File: src/rtl/decimating_averager.sv
// Block averager: sums 2^k consecutive signed samples and emits one rounded
// (round-half-up) mean per block with a single-cycle valid strobe.
module decimating_averager #(
  parameter int WIDTH    = 16,
  parameter int LOG2_MAX = 10,
  parameter int K_WIDTH  = 4
) (
  input  logic                    clk_i,
  input  logic                    rst_i,
  input  logic signed [WIDTH-1:0] data_i,
  input  logic [K_WIDTH-1:0]      log2n_i,
  input  logic                    clear_i,
  output logic signed [WIDTH-1:0] data_o,
  output logic                    valid_o
);

  // One guard bit beyond WIDTH+LOG2_MAX keeps the rounding add from wrapping.
  localparam int ACC_W = WIDTH + LOG2_MAX + 1;

  logic signed [ACC_W-1:0]    acc_q, acc_d;
  logic [LOG2_MAX-1:0]        cnt_q, cnt_d;
  logic [K_WIDTH-1:0]         k_q, k_d;
  logic signed [WIDTH-1:0]    data_q, data_d;
  logic                       valid_q, valid_d;

  logic [K_WIDTH-1:0]         k_req, k_eff;
  logic [LOG2_MAX-1:0]        cnt_last;
  logic signed [ACC_W-1:0]    sum, half, rnd;

  always_comb begin
    k_req    = (log2n_i > K_WIDTH'(LOG2_MAX)) ? K_WIDTH'(LOG2_MAX) : log2n_i;
    // The requested exponent is only honoured at a block boundary.
    k_eff    = (cnt_q == '0) ? k_req : k_q;
    cnt_last = ~({LOG2_MAX{1'b1}} << k_eff);
    sum      = acc_q + {{(ACC_W-WIDTH){data_i[WIDTH-1]}}, data_i};
    half     = (k_eff == '0) ? '0 : (ACC_W'(1) << (k_eff - K_WIDTH'(1)));
    rnd      = sum + half;

    acc_d   = acc_q;
    cnt_d   = cnt_q;
    k_d     = k_q;
    data_d  = data_q;
    valid_d = 1'b0;

    if (clear_i) begin
      acc_d = '0;
      cnt_d = '0;
    end else begin
      if (cnt_q == '0) k_d = k_eff;
      if (cnt_q == cnt_last) begin
        data_d  = WIDTH'(rnd >>> k_eff);
        valid_d = 1'b1;
        acc_d   = '0;
        cnt_d   = '0;
      end else begin
        acc_d = sum;
        cnt_d = cnt_q + 1'b1;
      end
    end
  end

  always_ff @(posedge clk_i or posedge rst_i) begin
    if (rst_i) begin
      acc_q   <= '0;
      cnt_q   <= '0;
      k_q     <= '0;
      data_q  <= '0;
      valid_q <= 1'b0;
    end else begin
      acc_q   <= acc_d;
      cnt_q   <= cnt_d;
      k_q     <= k_d;
      data_q  <= data_d;
      valid_q <= valid_d;
    end
  end

  assign data_o  = data_q;
  assign valid_o = valid_q;

endmodule

File: config.mk
export PLATFORM = sky130hd
export DESIGN_NAME = decimating_averager
export DESIGN_NICKNAME = d
export VERILOG_FILES = /design/src/rtl/decimating_averager.sv
export SDC_FILE = /design/constraint.sdc
export NUM_CORES = 1
export LEC_CHECK = 0
export ABC_CLOCK_PERIOD_IN_PS = 5140
export BUFFER_PORTS_ARGS = -buffer_cell sky130_fd_sc_hd__buf_2
export CAP_MARGIN = 20
export CELL_PAD_IN_SITES_DETAIL_PLACEMENT = 0
export CELL_PAD_IN_SITES_GLOBAL_PLACEMENT = 1
export CORE_ASPECT_RATIO = 0.6
export CORE_MARGIN = 2
export CORE_UTILIZATION = 42
export DETAILED_ROUTE_END_ITERATION = 12
export PLACE_DENSITY = 0.74
export SETUP_SLACK_MARGIN = 0.3
export SLEW_MARGIN = 10
export SYNTH_ARGS = -nofsm -noshare
export SYNTH_HDL_FRONTEND = slang
export SYNTH_SLANG_ARGS = --single-unit
File: constraint.sdc
create_clock -name clk_i -period 5.14 [get_ports clk_i]
set_input_delay 0.514 -clock clk_i [delete_from_list [all_inputs] [get_ports clk_i]]
set_output_delay 0.514 -clock clk_i [all_outputs]
set_load 0.02 [all_outputs]
==> qor.yml, run 1 <==
timing:
  relSlewSlack: 0.468
  timing.fmax_mhz: 202
  final.min_clock_period_ns: 4.94
  period_share: 0.961
  rsz0062_at_grt: "yes"
  hold_viol_final: 0
  slew_violations: 0
  holdWs_ns: 0.416
  setup_violations: 0
  finClkSkew_ns: 0.00493
  worst_pin_slew_ns: 0.798
outcome:
  status: "completed"
cts:
  numCtsBuffers: 9
  clkLatencyLatePin_ns: 0.34
  h-tree-depth: 3
  cts_hold_buf: 0
  cts_sinks: 58
  root_buffer: "clkbuf_16"
  path_clk_slew_ns: 0.06
  cts_tree: "yes"
  clockBufferDepth: 2
route:
  wl_per_cell_microns: 18.2
  drt-pass1-iter-count: 5
  drc: 0
  via_per_inst: 5.95
  drt_iter0_markers: 486
  via_count: 6463
  ant_nets: 0
  drt-total-wl_microns: 19800
yosys:
  ys_seq_area_frac: 0.229
  syn_inst: 809
  ys.warnings.count: 0
  synth_nets: 881
  synth_area_sq_mm: 0.00634
  yosysUniqueCellTypes: 86
  ys_ff_latch: 58
  synth_edf_count: 0
  syn_avg_cell_area_sq_um: 7.84
  synth_ff_type: "dfrtp_1"
  synth_top_area_share: 0.229
  async_flop_share: 1.00
  synthTopCellsByArea: "dfrtp_1 (23%), ha_1 (9.3%), nor2_1 (5.6%), a21oi_1 (5.4%), nand2_1 (5.0%)"
  yosysTopAreaCell: "dfrtp_1"
final_layout:
  stdcell_area_sq_mm: 0.00792
  drive_gt1_frac: 0.265
  fin_util: 0.541
  n_antenna_cell: 0
  fill_cells: 1368
  syn_to_final_growth_pct: 24.9
  fin_nets: 956
worst_hold_path:
  worst_hold_path_type: "in2async"
global_routing:
  grt_pass1_vias: 6155
  grt_max_degree: 59
  grtUsageTotal: 0.246
  grt_overflow: 0
  antenna_found_initial: 0
  grt_pass1_wl_microns: 32000
flow_run:
  maxCapViolCount: 0
floorplan:
  dieHeight_microns: 99.2
  die_area_sq_mm: 0.0161
  pin_count: 40
  start_util: 0.433
  die_w_microns: 163
  design.core.area_sq_mm: 0.0146
  core.rowCount: 34
power_and_ir_drop:
  p_per_area_mw_per_mm2: 658
  max-vdd-ir-drop_v: 0.000243
  power.leakage_nw: 3.42
setup_path:
  worstPathRequired_ns: 5.38
  regToRegEndpoint: "data_o[15]"
  crit-reg2reg-launch: "cnt_q[1]"
  path_class: "reg2reg"
  cp.arrival_ns: 5.18
  end_kind: "flop"
  critPathMaxFanout: 4
  r2r_setup_slack_ns: 0.20
  critPathLaunchType: "flop"
  r2r_cells: 26
place:
  dp_hpwl_microns: 14600
  numPortBuffers: 39
  gp_congestion: 0.902
  dpl_cell_area_sq_mm: 0.00703
[stage by stage]
| stage | TNS, ns | setup slack (ns) | std cells | power (mW) |
|---|---|---|---|---|
| 4_1_cts | 0 | 0.297 | 1079 | 4.91 |
| 3_5_place_dp | -0.811 | -0.172 | 1048 | 4.04 |
| 3_3_place_gp | -0.842 | -0.182 | 1048 | 4.00 |
| 5_1_grt | 0 | 0.0236 | 1087 | 5.62 |
| 2_1_floorplan | 0 | 0.0854 | 809 | 3.18 |
| 6_report | 0 | 0.201 | 1087 | 5.21 |
[cells in the mapped netlist, drive strengths merged (3+ instances only)]
cell and number:
a2111oi 6, a211oi 12, a21boi 3, a21o 21, a21oi 72, a221oi 3
a22oi 3, a311oi 3, a31oi 11, and2 14, and3 8, and4 4
buf 17, clkbuf 24, dfrtp 58, ha 47, inv 21, mux2 10
mux2i 16, nand2 85, nand2b 8, nand3 21, nand4 10, nor2 94
nor2b 16, nor3 30, nor3b 6, nor4 6, o211ai 19, o21a 5
o21ai 47, o21bai 4, o221a 3, o311ai 3, o31ai 6, o41ai 3
or2 3, or3 4, xnor2 27, xor2 28
[critical path, cell delays in order (launching register included)]
cell	delay, ns
dfrtp_1	0.37
inv_1	0.06
ha_2	0.16
nor4b_4	0.26
nand3_4	0.17
mux2i_4	0.24
nand2_2	0.09
inv_2	0.06
ha_4	0.28
nand2_4	0.06
nor2_4	0.12
ha_4	0.14
inv_2	0.04
fa_2	0.38
nor2b_4	0.14
o31ai_2	0.08
a211oi_2	0.30
nor2_2	0.11
o221ai_2	0.25
buf_4	0.16
and3_4	0.21
nand2_2	0.05
a211o_1	0.33
or2_4	0.27
a2111oi_4	0.37
nor3_2	0.09
o41ai_2	0.05
[sequential cells by signal (all words and copies together) (netlist names)]
| register | count |
|---|---|
| acc_q | 27 |
| data_o | 16 |
| cnt_q | 10 |
| k_q | 4 |
| valid_o | 1 |
[cell usage in the layout (no fill, tap or decap), types with 6 or more instances in the layout]
cell type / synthesis / layout
nor3_1: 28 / 20
inv_1: 20 / 16
nor3_2: 2 / 8
a211oi_2: 0 / 8
buf_2: 10 / 39
o21ai_1: 4 / 7
xnor2_1: 26 / 24
nand2b_1: 7 / 7
dfrtp_1: 58 / 58
mux2i_1: 15 / 12
a21oi_2: 2 / 10
nor2b_1: 16 / 15
ha_1: 47 / 39
nand3_1: 19 / 18
nor2_1: 94 / 90
nand4_1: 9 / 9
a21oi_1: 68 / 58
clkbuf_16: 0 / 9
mux2_2: 10 / 8
xor2_1: 28 / 26
nand2_1: 84 / 79
o21ai_0: 42 / 37
nor3b_1: 6 / 6
a21o_1: 21 / 21
and2_1: 11 / 11
a31oi_1: 11 / 11
o211ai_1: 19 / 19
buf_4: 0 / 61
[report_power, final]
part	internal [mW]	total [mW]	switching, mW
Sequential	0.603	0.674	0.0714
Clock	0.423	0.665	0.242
Combinational	1.54	3.87	2.33
Total	2.57	5.21	2.64
[per-layer routing]
| layer | wire length, microns | global-route usage |
|---|---|---|
| met3 | 1320 | 0.0459 |
| met2 | 8170 | 0.354 |
| met5 | 0 | 0 |
| met1 | 10100 | 0.384 |
| met4 | 129 | 0.0388 |
[worst max path at each step]
stage               startpoint    endpoint  slack [ns]  cells past startpoint
floorplan             cnt_q[0]  data_o[15]        0.09                     26
global placement     data_i[3]   data_o[8]       -0.18                     23
detailed placement   data_i[3]  data_o[15]       -0.17                     23
CTS                   cnt_q[0]  data_o[15]        0.30                     25
global route          cnt_q[1]  data_o[15]        0.02                     26
finish                cnt_q[1]  data_o[15]        0.20                     26
[area by class of cell]
class	instances	area [sq um]	area share
inverters	21	78.8	0.00995
well taps	198	248	0.0313
multi-input cells	689	5110	0.645
clock buffers	9	225	0.0284
flip-flops and latches	58	1450	0.183
clock inverters	7	93.8	0.0118
repair buffers	105	718	0.0906
[cells by family after synthesis]
family | share of synthesized area
buf+inv | 0.0422
flops | 0.229
compound gates | 0.259
fa+ha+maj | 0.0990
mux | 0.0450
xor+xnor | 0.0771
simple gates | 0.249
[repair_timing]
action / in CTS / in global routing
setup buffers: 15 / 8
gates resized for setup: 35 / 54
pin swaps: 20 / 33
endpoints found under the setup margin: 11 / 16
gates cloned: 0 / 0
No activity file was read; power rests on OpenSTA's default activity.
==> inputs of run 2 (changes only) <==
--- a/config.mk
+++ b/config.mk
@@ -14,7 +14,7 @@
 export CORE_MARGIN = 2
 export CORE_UTILIZATION = 42
 export DETAILED_ROUTE_END_ITERATION = 12
-export PLACE_DENSITY = 0.74
+export PLACE_DENSITY = 0.8
 export SETUP_SLACK_MARGIN = 0.3
 export SLEW_MARGIN = 10
 export SYNTH_ARGS = -nofsm -noshare
==> qor.yml, run 2 (synthesis results as in run 1) <==
outcome:
  status: "completed"  # unchanged
final_layout:
  final_common_cell: "nor2_1"  # unchanged
  drive_gt1_frac: 0.279  # was 0.265
  fin_nets: 964  # was 956
  fill_cells: 1301  # was 1,368
  layout_common_cells: "nor2_1 (84), nand2_1 (80), buf_4 (67)"  # was nor2_1 (90), nand2_1 (79), buf_4 (61)
  syn_to_final_growth_pct: 28.3  # was 24.9%
  top_register: "acc_q"  # unchanged
  n_antenna_cell: 0  # unchanged
  stdcell_area_sq_mm: 0.00814  # was 0.00792 sq mm
  seqCellArea_sq_mm: 0.00145  # unchanged
  multi_input_area_sq_mm: 0.00523  # was 0.00511 sq mm
  largest_reg_flops: 27  # unchanged
timing:
  final.min_clock_period_ns: 4.94  # about the same
  setup_violations: 0  # unchanged
  relSlewSlack: 0.456  # was 0.468
  finClkSkew_ns: 0.00659  # was 0.00493 ns
  slew_violations: 0  # unchanged
  period_share: 0.961  # about the same
  timing.fmax_mhz: 202  # about the same
  final.setup.tns_ns: 0  # unchanged
  hold_viol_final: 0  # unchanged
  worst_pin_slew_ns: 0.815  # was 0.798 ns
  rsz0062_at_grt: "yes"  # unchanged
route:
  ant_nets: 0  # unchanged
  drt_iter0_markers: 596  # was 486
  wl_per_cell_microns: 18.4  # was 18.2 microns
  drt-total-wl_microns: 20100  # was 19,800 microns
  via_count: 6556  # was 6,463
  drc: 0  # unchanged
  drt-pass1-iter-count: 5  # unchanged
  via_per_inst: 5.99  # was 5.95
setup_path:
  critPathLaunchType: "flop"  # unchanged
  critPathMaxFanout: 10  # was 4
  crit_chain: "inv_1 > ha_1 > nor4b_4 > nand3_4 > mux2i_4 > nand2_2 > inv_2 > ha_4 > buf_6 > nor3_2 > ha_1 > a21oi_2 > o211ai_1 > buf_4 > a32oi_2 > and3_4 > nor2_4 > and3_4 > or4_4 > a21oi_4 > o21ai_2 > a2111oi_4 > nor3_1 > o41ai_2"
  critPathTopFamily: "simple AND/OR/NAND/NOR gates"  # unchanged
  critPathMaxStageDelay_ns: 0.49  # was 0.38 ns
  end_kind: "flop"  # unchanged
  path_class: "reg2reg"  # unchanged
  worst-path-buf-inv: 4  # unchanged
  cp.arrival_ns: 5.16  # was 5.18 ns
  worstPathRequired_ns: 5.36  # was 5.38 ns
  slowest_stage: "or4_4"  # was fa_2
cts:
  root_buffer: "clkbuf_16"  # unchanged
  clockBufferDepth: 2  # unchanged
  path_clk_slew_ns: 0.06  # about the same
  numCtsBuffers: 9  # unchanged
  clkLatencyLatePin_ns: 0.34  # about the same
  cts_hold_buf: 0  # unchanged
  h-tree-depth: 3  # unchanged
  cts_tree: "yes"  # unchanged
  cts_sinks: 58  # unchanged
floorplan:
  core.rowCount: 34  # unchanged
  die_w_microns: 163  # unchanged
  design.core.area_sq_mm: 0.0146  # unchanged
  pin_count: 40  # unchanged
  start_util: 0.433  # unchanged
  dieHeight_microns: 99.2  # unchanged
  die_area_sq_mm: 0.0161  # unchanged
place:
  dp_hpwl_microns: 14500  # was 14,600 microns
  gp_congestion: 0.913  # was 0.902
  dpl_cell_area_sq_mm: 0.00706  # was 0.00703 sq mm
  numPortBuffers: 39  # unchanged
power_and_ir_drop:
  max-vdd-ir-drop_v: 0.000313  # was 0.000243 V
  p_per_area_mw_per_mm2: 669  # was 658 mW/mm^2
  power.leakage_nw: 3.53  # was 3.42 nW
worst_hold_path:
  worst_hold_path_type: "in2async"  # unchanged
global_routing:
  grt_pass1_wl_microns: 31600  # was 32,000 microns
  grt_overflow: 0  # unchanged
  antenna_found_initial: 0  # unchanged
  grt_pass1_vias: 6109  # was 6,155
  grt_max_degree: 59  # unchanged
  grtUsageTotal: 0.245  # was 0.246
flow_run:
  maxCapViolCount: 0  # unchanged
[run 2: report_power, final]
group | switching (mW) | internal [mW] | leakage [nW]
registers | 0.0702 | 0.603 | 0.767
clock network | 0.237 | 0.464 | 0.165
logic | 2.43 | 1.64 | 2.60
[run 2: path summary, 6_finish.rpt]
path,startpoint,to,slack [ns],cells after the start
max,cnt_q[0],data_o[15],0.20,24
min,rst_i,data_o[13],0.42,3
max reg2reg,cnt_q[0],data_o[15],0.20,24
min reg2reg,data_o[2],data_o[2],0.47,1
max in group asynchronous,rst_i,acc_q[5],4.19,3
min in group clk_i,data_o[2],data_o[2],0.47,1
[run 2: final cells by class]
class | instances | area share
inverters | 21 | 0.00969
multi-input cells | 689 | 0.643
clock buffers | 12 | 0.0328
repair buffers | 113 | 0.0970
flip-flops and latches | 58 | 0.178
clock inverters | 4 | 0.00892
well taps | 198 | 0.0305
[run 2: through the flow]
stage	setup WS [ns]	std cells	hold slack (ns)	util	total power, mW
2_1_floorplan	0.0854	809	0.497	-	3.18
3_3_place_gp	-0.161	1050	0.463	0.482	3.98
3_5_place_dp	-0.367	1050	0.466	0.482	4.04
4_1_cts	0.300	1074	0.441	0.519	4.90
5_1_grt	-0.00445	1095	0.481	0.556	5.85
6_report	0.202	1095	0.418	0.556	5.44
[run 2: what timing repair did]
item	CTS	global route
endpoints found under the setup margin	15	16
buffers inserted	8	21
pin swaps	16	34
resized for setup	33	76
[run 2: worst register-to-register path, stage by stage (launching register included)]
cell and delay [ns]:
dfrtp_1 0.37, inv_1 0.06, ha_1 0.15, nor4b_4 0.27, nand3_4 0.16, mux2i_4 0.23
nand2_2 0.09, inv_2 0.10, ha_4 0.22, buf_6 0.16, nor3_2 0.19, ha_1 0.32
a21oi_2 0.22, o211ai_1 0.13, buf_4 0.17, a32oi_2 0.23, and3_4 0.26, nor2_4 0.05
and3_4 0.22, or4_4 0.49, a21oi_4 0.17, o21ai_2 0.10, a2111oi_4 0.31, nor3_1 0.10
o41ai_2 0.06
[run 2: per-layer routing]
layer / wire [microns] / track usage / up-vias
li1: - / - / 3124
met1: 9940 / 0.374 / 3143
met2: 8370 / 0.355 / 260
met3: 1570 / 0.0517 / 29
met4: 214 / 0.0477 / 0
met5: 0 / 0 / -
